[config.mk]
export PLATFORM = sky130hd
export DESIGN_NAME = neopx_axis_serializer
export DESIGN_NICKNAME = d
export VERILOG_FILES = /design/src/rtl/neopx_axis_serializer.sv
export SDC_FILE = /design/constraint.sdc
export NUM_CORES = 1
export LEC_CHECK = 0
export CAP_MARGIN = 20
export CORE_AREA = 4 4 90 92
export CTS_BUF_LIST = sky130_fd_sc_hd__clkbuf_8
export DETAILED_ROUTE_END_ITERATION = 10
export DIE_AREA = 0 0 94 96
export DONT_BUFFER_PORTS = 1
export HOLD_SLACK_MARGIN = 0.08
export SLEW_MARGIN = 20
export SYNTH_ARGS = -nofsm -noshare
export SYNTH_HDL_FRONTEND = slang
export SYNTH_SLANG_ARGS = --single-unit
[constraint.sdc]
create_clock -name i_clk -period 4 [get_ports i_clk]
set_clock_uncertainty 0.15 [all_clocks]
set_input_delay 0.2 -clock i_clk [delete_from_list [all_inputs] [get_ports i_clk]]
set_output_delay 0.2 -clock i_clk [all_outputs]
set_load 0.03 [all_outputs]
[src/rtl/neopx_axis_serializer.sv]
// NeoPixel (WS2812/SK6812) serializer fed by an AXI-Stream pixel word.
// Latency: first line-high cycle is the cycle after the handshake; word time = bits * TBIT.
// Backpressure: tready only in IDLE (decoded from registered state); busy words are ignored.
module neopx_axis_serializer #(
   parameter int CLK_FREQ_HZ = 72_000_000,
   parameter int LED_TYPE    = 1,
   parameter int T0H_NS      = 400,
   parameter int T1H_NS      = 800,
   parameter int TBIT_NS     = 1250,
   parameter int RESET_US    = 80
) (
   input  logic        i_clk,
   input  logic        i_rst_n,
   input  logic [31:0] s_axis_tdata,
   input  logic        s_axis_tvalid,
   input  logic        s_axis_tlast,
   output logic        s_axis_tready,
   output logic        o_serial,
   output logic        o_busy
);

   // Tick counts, rounded to nearest; 64-bit math because the latch gap overflows 32 bits.
   localparam longint KHZ  = CLK_FREQ_HZ / 1000;
   localparam int     T0H  = int'((KHZ * T0H_NS + 500_000) / 1_000_000);
   localparam int     T1H  = int'((KHZ * T1H_NS + 500_000) / 1_000_000);
   localparam int     TBIT = int'((KHZ * TBIT_NS + 500_000) / 1_000_000);
   localparam int     RST  = int'((KHZ * (RESET_US * 1000) + 500_000) / 1_000_000);

   localparam int CNT_MAX = (TBIT > RST) ? TBIT : RST;
   localparam int CW      = $clog2(CNT_MAX + 1);

   localparam logic [CW-1:0] T0H_C  = CW'(T0H);
   localparam logic [CW-1:0] T1H_C  = CW'(T1H);
   localparam logic [CW-1:0] LOW0_C = CW'(TBIT - T0H);
   localparam logic [CW-1:0] LOW1_C = CW'(TBIT - T1H);
   localparam logic [CW-1:0] RST_C  = CW'(RST);
   localparam logic [4:0]    MSB_IDX = (LED_TYPE == 0) ? 5'd23 : 5'd31;

   // Refuse to build with a clock or timing that cannot produce legal pulses.
   generate
      if (CLK_FREQ_HZ < 10_000_000 || CLK_FREQ_HZ > 200_000_000) begin : g_bad_clk
         $fatal(1, "neopx_axis_serializer: CLK_FREQ_HZ out of range");
      end
      if (T0H < 1) begin : g_bad_t0h
         $fatal(1, "neopx_axis_serializer: T0H rounds to zero cycles");
      end
      if (TBIT - T1H < 1) begin : g_bad_t1l
         $fatal(1, "neopx_axis_serializer: no low time left after a 1-bit");
      end
   endgenerate

   typedef enum logic [1:0] {IDLE, HIGH, LOW, LATCH} state_t;

   state_t        state;
   state_t        nxt_state;
   logic [CW-1:0] cnt;        // cycles remaining in the current phase, including this one
   logic [4:0]    bit_idx;
   logic [31:0]   data;
   logic          last;
   logic          accept;
   logic          cnt_done;
   logic          cur_bit;
   logic          nxt_bit;    // bit whose HIGH phase starts on the next transition into HIGH
   logic          serial_d;

   assign accept   = (state == IDLE) && s_axis_tvalid;
   assign cnt_done = (cnt <= CW'(1));
   assign cur_bit  = data[bit_idx];
   assign nxt_bit  = (state == IDLE) ? s_axis_tdata[MSB_IDX] : data[bit_idx - 5'd1];

   // State register; reset parks in LATCH so the strip is latched before the first word.
   always_ff @(posedge i_clk or negedge i_rst_n) begin
      if (!i_rst_n) state <= LATCH;
      else          state <= nxt_state;
   end

   // Next-state decode.
   always_comb begin
      nxt_state = state;
      case (state)
         IDLE:  if (accept) nxt_state = HIGH;
         HIGH:  if (cnt_done) nxt_state = LOW;
         LOW:   if (cnt_done) begin
                   if (bit_idx != 5'd0) nxt_state = HIGH;
                   else if (last)       nxt_state = LATCH;
                   else                 nxt_state = IDLE;
                end
         LATCH: if (cnt_done) nxt_state = IDLE;
         default: nxt_state = LATCH;
      endcase
   end

   // Output decode; the line level is computed one cycle ahead and registered.
   always_comb begin
      s_axis_tready = (state == IDLE);
      o_busy        = (state != IDLE);
      serial_d      = (nxt_state == HIGH);
   end

   // Registered line output, forced low asynchronously by reset.
   always_ff @(posedge i_clk or negedge i_rst_n) begin
      if (!i_rst_n) o_serial <= 1'b0;
      else          o_serial <= serial_d;
   end

   // Word capture, bit index and phase counter (loaded with the full phase length on entry).
   always_ff @(posedge i_clk or negedge i_rst_n) begin
      if (!i_rst_n) begin
         cnt     <= RST_C;
         bit_idx <= 5'd0;
         data    <= 32'd0;
         last    <= 1'b0;
      end else begin
         if (accept) begin
            data    <= (LED_TYPE == 0) ? {8'h00, s_axis_tdata[23:0]} : s_axis_tdata;
            last    <= s_axis_tlast;
            bit_idx <= MSB_IDX;
         end else if (state == LOW && cnt_done && bit_idx != 5'd0) begin
            bit_idx <= bit_idx - 5'd1;
         end

         if (nxt_state != state) begin
            case (nxt_state)
               HIGH:    cnt <= nxt_bit ? T1H_C : T0H_C;
               LOW:     cnt <= cur_bit ? LOW1_C : LOW0_C;
               LATCH:   cnt <= RST_C;
               default: cnt <= '0;
            endcase
         end else if (cnt != '0) begin
            cnt <= cnt - CW'(1);
         end
      end
   end

endmodule

# After elaboration in Yosys (flattened, before gate mapping)

Index checks and enable logic that the tools add are counted.

Bits in registers: 54
Input port bits: 36
Output and inout bits: 3
Word-level logic and storage cells: 46

Add/subtract/negate cells: 2
$lt $le $gt $ge: 3
Equal/unequal tests: 7
Muxes and demuxes: 19
Reduce and logical (&&, ||, !) cells: 9

Operator list:

| kind                    | number |
|---|---|
| $pmux W13 S3            | 1 |
| $mux W13                | 2 |
| $mux W5                 | 3 |
| $le A13 B1 Y1 const B   | 1 |
| $reduce_bool A13 Y1     | 1 |
| $sub A13 B1 Y13 const B | 1 |
| $lt A5 B6 Y1 const B    | 2 |
| $mux W2                 | 6 |
| $bmux W1 S5             | 2 |
| $eq A2 B2 Y1 const B    | 4 |
| $pmux W2 S4             | 1 |
| $mux W6                 | 1 |
| $reduce_bool A2 Y1      | 3 |
| $reduce_bool A5 Y1      | 1 |
| $sub A5 B1 Y5 const B   | 1 |
| $eq A2 B1 Y1 const B    | 2 |
| $logic_and A1 B1 Y1     | 3 |
| $mux W1                 | 3 |
| $logic_not A2 Y1        | 1 |
| $ne A2 B2 Y1            | 1 |

# Logic depth before layout (Yosys ltp)

Depth in word-level cells: 7
Mapped depth: 12
Mapped depth without buffers: 8

# Worst setup path before layout

No wires, ideal clock.

Path kind: flip-flop to flip-flop
Start: register bit_idx[1]
End: register cnt[5]
Library setup time: 123 ps
Arrival: 2880 ps
Data required time: 3727 ps
Slack: 848 ps
Stages on the path, launching flop included: 11
Path buffers: 2
Clock period less this slack: 3152 ps
Cell sequence: dfrtp_1 buf_2 buf_2 inv_1 ha_1 xor2_1 mux4_2 mux2_2 o211ai_1 nand2_1 o221a_2

Longest elaborated chain between the ends: 7
Elaborated cells on any way between the ends: 16
Classes of those cells: add/sub: 1; eq/ne: 4; mux: 9; reduce/logical: 2

Ends and longest elaborated chain:

| element                                                  | line   | RTL |
|---|---|---|
| start: declaration                                       | 57     | `logic [4:0] bit_idx;` |
| start signal: assignment                                 | 119    | `bit_idx <= bit_idx - 5'd1;` |
| $sub A5 B1 Y5 or $reduce_bool A5 Y1 (tied branches)      | 69, 84 |  |
| $bmux W1 S5 or $mux W2 (tied branches)                   | 69, 84 |  |
| $mux W1 (not written as such) or $mux W2 (tied branches) | 69, 83 |  |
| $mux W1 or $pmux W2 S4 (tied branches)                   | 69, 80 |  |
| $mux W6, or another cell as far along                    | 124    | `HIGH: cnt <= nxt_bit ? T1H_C : T0H_C;` |
| $pmux W13 S3                                             | 123    | `case (nxt_state)` |
| $mux W13                                                 | 122    | `if (nxt_state != state) begin` |
| end signal: assignment                                   | 124    |  |
| end signal: assignment                                   | 125    | `LOW: cnt <= cur_bit ? LOW1_C : LOW0_C;` |
| end signal: assignment                                   | 130    | `cnt <= cnt - CW'(1);` |
| end: declaration                                         | 56     | `logic [CW-1:0] cnt;` |

Parallel ways exist; a longest one is shown, timed or not. The select of a mux whose other input is x is not followed.
A chain may end at the register's enable or synchronous reset.

# Worst setup path in the final report

Start: register bit_idx[0]
End: register cnt[5]

Same word-level chain as after synthesis.

==> run_results.csv <==
group,metric,value,unit
route,drt_drc_violations_left,0,
route,mean_routed_wirelength_per_cell,14.6,µm
cells_and_area,drive_above_1_share,8.81,%
status,run_status,"complete, no violations",
worst_setup_path,reg2reg_slack,0.61,ns
clock_tree,clock_sink_count,54,
die,chipWidth,94,µm
route,routed_via_count,2531,
worst_setup_path,critPathMaxStageDelay,0.58,ns
synth,yosysSeqAreaShare,42.3,%
cells_and_area,n_antenna_cell,0,
worst_setup_path,path_class,"reg2reg",
worst_setup_path,timing.critical_path.required,4.03,ns
clock_tree,cts_max_level,2,
synth,synth_nets,401,
clock_tree,post_cts_sizing_count,0,
timing,slew_at_the_pin_closest_to_its_max_slew_limit,0.787,ns
clock_tree,clk_latency_worst_skew_pair,0.30,ns
worst_hold_path,worst_min_path_class,"in2reg",
placement,globalplace.congestion,0.819,
pwr,report.power.total,0.000947,W
synth,synth-edff-count,0,
worst_setup_path,crit_arrival,3.43,ns
placement,hpwlAfterDp,4940,µm
die,coreArea,7210,µm²
worst_setup_path,endpoint_kind,"flip-flop",
die,design.portCount,39,
global_route,grt_pass1_vias,2647,
cells_and_area,finish.instance_area,3710,µm²
placement,portBuffers,0,
cells_and_area,multi_input_combinational_cell_area,1700,µm²
timing,hold_viol_final,0,
worst_setup_path,path_delay_family,"multiplexers",
global_route,antenna_violations_before_repair,0,
die,initial_core_util,44.5,%
synth,yosys_most_used_dff,"sky130_fd_sc_hd__dfrtp_1",
flow_run,max_cap_violations,0,
route,antenna_violating_nets_post_route,0,
die,die_h,96,µm
cells_and_area,areaGrowthSynthToFinish,15.5,%
synth,mappedNetlistArea,3210,µm²
synth,ys_async_sr_fraction,100,%
synth,synth.ff_latch_count,54,
route,route.detailed.vias_per_inst,5.22,
clock_tree,root_buffer,"sky130_fd_sc_hd__clkbuf_8",
timing,setup-violations-final,0,
timing,finalCriticalPeriod,3.39,ns
timing,fmaxAchievable,0.295,GHz
worst_setup_path,path_buf_inv,1,
global_route,grt_start_max_net_pins,55,
clock_tree,ctsLongestPathBuffers,2,
pwr,static-leakage-power,1.73,nW
timing,report.final.slew_viol_count,0,
cells_and_area,layout.area.seq,1360,µm²
timing,finalSetupTns,0,ns
global_route,grt_pass1_wl,12700,µm
route,drt_first_pass_iters,4,
timing,fin_worst_hold_slack,0.106,ns
timing,timing.final.crit_share,84.8,%
synth,ys.warnings.count,0,
route,drt_wl_total,7100,µm
worst_setup_path,crit_path_cells,"clkinv_1 > ha_1 > xor2_1 > mux4_2 > mux2_2 > o211ai_1 > nand2_1 > o221a_2",
synth,synth_area_per_cell,8.93,µm²
placement,dpl_cell_area,3230,µm²
timing,worst_relative_slew_slack,47.6,%
pwr,power.density_cell_area,255,nW/µm²
worst_setup_path,worst-path-max-fanout,11,
worst_setup_path,timing.critical_path.slowest_stage_cell,"sky130_fd_sc_hd__mux4_2",
cells_and_area,number_of_fill_cells_in_the_layout,719,
global_route,grt_ovf,0,
pwr,max-vdd-ir-drop,0.145,mV
global_route,grt_usage,17.6,%
synth,synth_cell_types,51,
die,rows,31,
worst_setup_path,setup.worst_path.start_class,"flip-flop",
clock_tree,clkTransAtPathRegs,0.10,ns
timing,grt_setup_unrepaired,"false",
cells_and_area,num-nets-final,426,
route,drtIter0Drc,64,
synth,postSynthCellCount,360,
clock_tree,cts_tree,"built",
die,die_area,9020,µm²
clock_tree,numCtsBuffers,5,
==> sequential cells by signal, indices dropped and copies added (netlist names) <==
| signal | count |
|---|---|
| data | 32 |
| cnt | 13 |
| bit_idx | 5 |
| state | 2 |
| last | 1 |
| o_serial | 1 |
==> final cells by class <==
type | instances | area share (%)
Clock buffer | 5 | 1.85
Clock inverter | 3 | 1.01
Inverter | 6 | 0.607
Multi-Input combinational cell | 279 | 45.8
Sequential cell | 54 | 36.6
Tap cell | 99 | 3.34
Timing Repair Buffer | 39 | 10.8
==> per-stage QoR <==
stage                     setup slack [ns]  instances  utilization (%)
after floorplan                      0.848        360                -
after global placement               0.770        441             44.7
after detailed placement             0.594        441             44.7
after CTS                            0.551        485             51.4
after global routing                 0.299        485             51.4
final                                0.608        485             51.4
==> metal layers <==
| metal | wire length (µm) | GRT usage (%) | up-vias |
|---|---|---|---|
| met2 | 3460 | 29.7 | 46 |
| met3 | 228 | 2.97 | 2 |
| li1 | - | - | 1274 |
| met4 | 38 | 3.61 | 0 |
| met1 | 3370 | 24.0 | 1209 |
| met5 | 0 | 0 | - |
==> power by group <==
part	internal [W]	total, W	switching (W)
clock network	0.000183	0.000358	0.000175
registers	0.000546	0.000546	0
logic	0.0000267	0.0000437	0.0000170
total	0.000755	0.000947	0.000192
==> cells by family (layout without fill, tap and decap cells) <==
kind of cell    count (synthesis)  count (layout)  synth area share [%]
simple gates                  176             176                  25.5
flops                          54              54                  42.3
compound gates                 53              53                  10.9
mux                            29              29                  10.2
buf+inv                        27              53                  4.83
xor+xnor                       16              16                  4.36
fa+ha+maj                       5               5                  1.95
==> layout by cell type (no fill, tap or decap), types with 7 or more instances in the layout <==
master and instances:
sky130_fd_sc_hd__a21oi_1 12, sky130_fd_sc_hd__a22oi_1 9, sky130_fd_sc_hd__dfrtp_1 48, sky130_fd_sc_hd__dlygate4sd3_1 35, sky130_fd_sc_hd__inv_1 7, sky130_fd_sc_hd__mux2i_1 25, sky130_fd_sc_hd__nand2_1 116, sky130_fd_sc_hd__nand3_1 7
sky130_fd_sc_hd__nor2_1 15, sky130_fd_sc_hd__o21ai_0 12, sky130_fd_sc_hd__xnor2_1 9, sky130_fd_sc_hd__xor2_1 7
==> cell usage after synthesis (2+ instances only) <==
cell	count	area [µm²]
sky130_fd_sc_hd__a2111oi_0	4	35.0
sky130_fd_sc_hd__a211oi_1	3	22.5
sky130_fd_sc_hd__a21oi_1	12	60.1
sky130_fd_sc_hd__a22oi_1	9	67.6
sky130_fd_sc_hd__a31oi_1	3	18.8
sky130_fd_sc_hd__and2_1	2	12.5
sky130_fd_sc_hd__and3_1	3	18.8
sky130_fd_sc_hd__buf_2	7	35.0
sky130_fd_sc_hd__clkbuf_1	8	30.0
sky130_fd_sc_hd__clkbuf_8	4	55.1
sky130_fd_sc_hd__dfrtp_1	48	1200
sky130_fd_sc_hd__dfstp_2	6	158
sky130_fd_sc_hd__ha_1	5	62.6
sky130_fd_sc_hd__inv_1	5	18.8
sky130_fd_sc_hd__mux2i_1	25	250
sky130_fd_sc_hd__mux4_2	3	67.6
sky130_fd_sc_hd__nand2_1	116	435
sky130_fd_sc_hd__nand2b_1	4	25.0
sky130_fd_sc_hd__nand3_1	7	35.0
sky130_fd_sc_hd__nor2_1	15	56.3
sky130_fd_sc_hd__nor2b_1	6	37.5
sky130_fd_sc_hd__nor3_1	4	20.0
sky130_fd_sc_hd__nor3b_1	2	15.0
sky130_fd_sc_hd__nor4_1	2	12.5
sky130_fd_sc_hd__o211ai_1	3	22.5
sky130_fd_sc_hd__o21ai_0	12	60.1
sky130_fd_sc_hd__or2_2	3	18.8
sky130_fd_sc_hd__or3_1	2	12.5
sky130_fd_sc_hd__xnor2_1	9	78.8
sky130_fd_sc_hd__xor2_1	7	61.3
==> final timing paths <==
path | start | endpoint | cells after the start
max | bit_idx[0]$_DFFE_PN0P_ | cnt[5]$_DFFE_PN0P_ | 8
max in group asynchronous | i_rst_n | cnt[12]$_DFFE_PN1P_ | 2
max reg2reg | bit_idx[0]$_DFFE_PN0P_ | cnt[5]$_DFFE_PN0P_ | 8
min in group asynchronous | i_rst_n | data[25]$_DFFE_PN0P_ | 2
min | s_axis_tvalid | cnt[5]$_DFFE_PN0P_ | 2
min reg2reg | data[13]$_DFFE_PN0P_ | data[13]$_DFFE_PN0P_ | 2
==> timing repair <==
action	CTS	global route
endpoints found under the hold margin	93	0
buffers inserted	0	0
hold buffers	36	0
No activity file was read; power rests on OpenSTA's default activity.
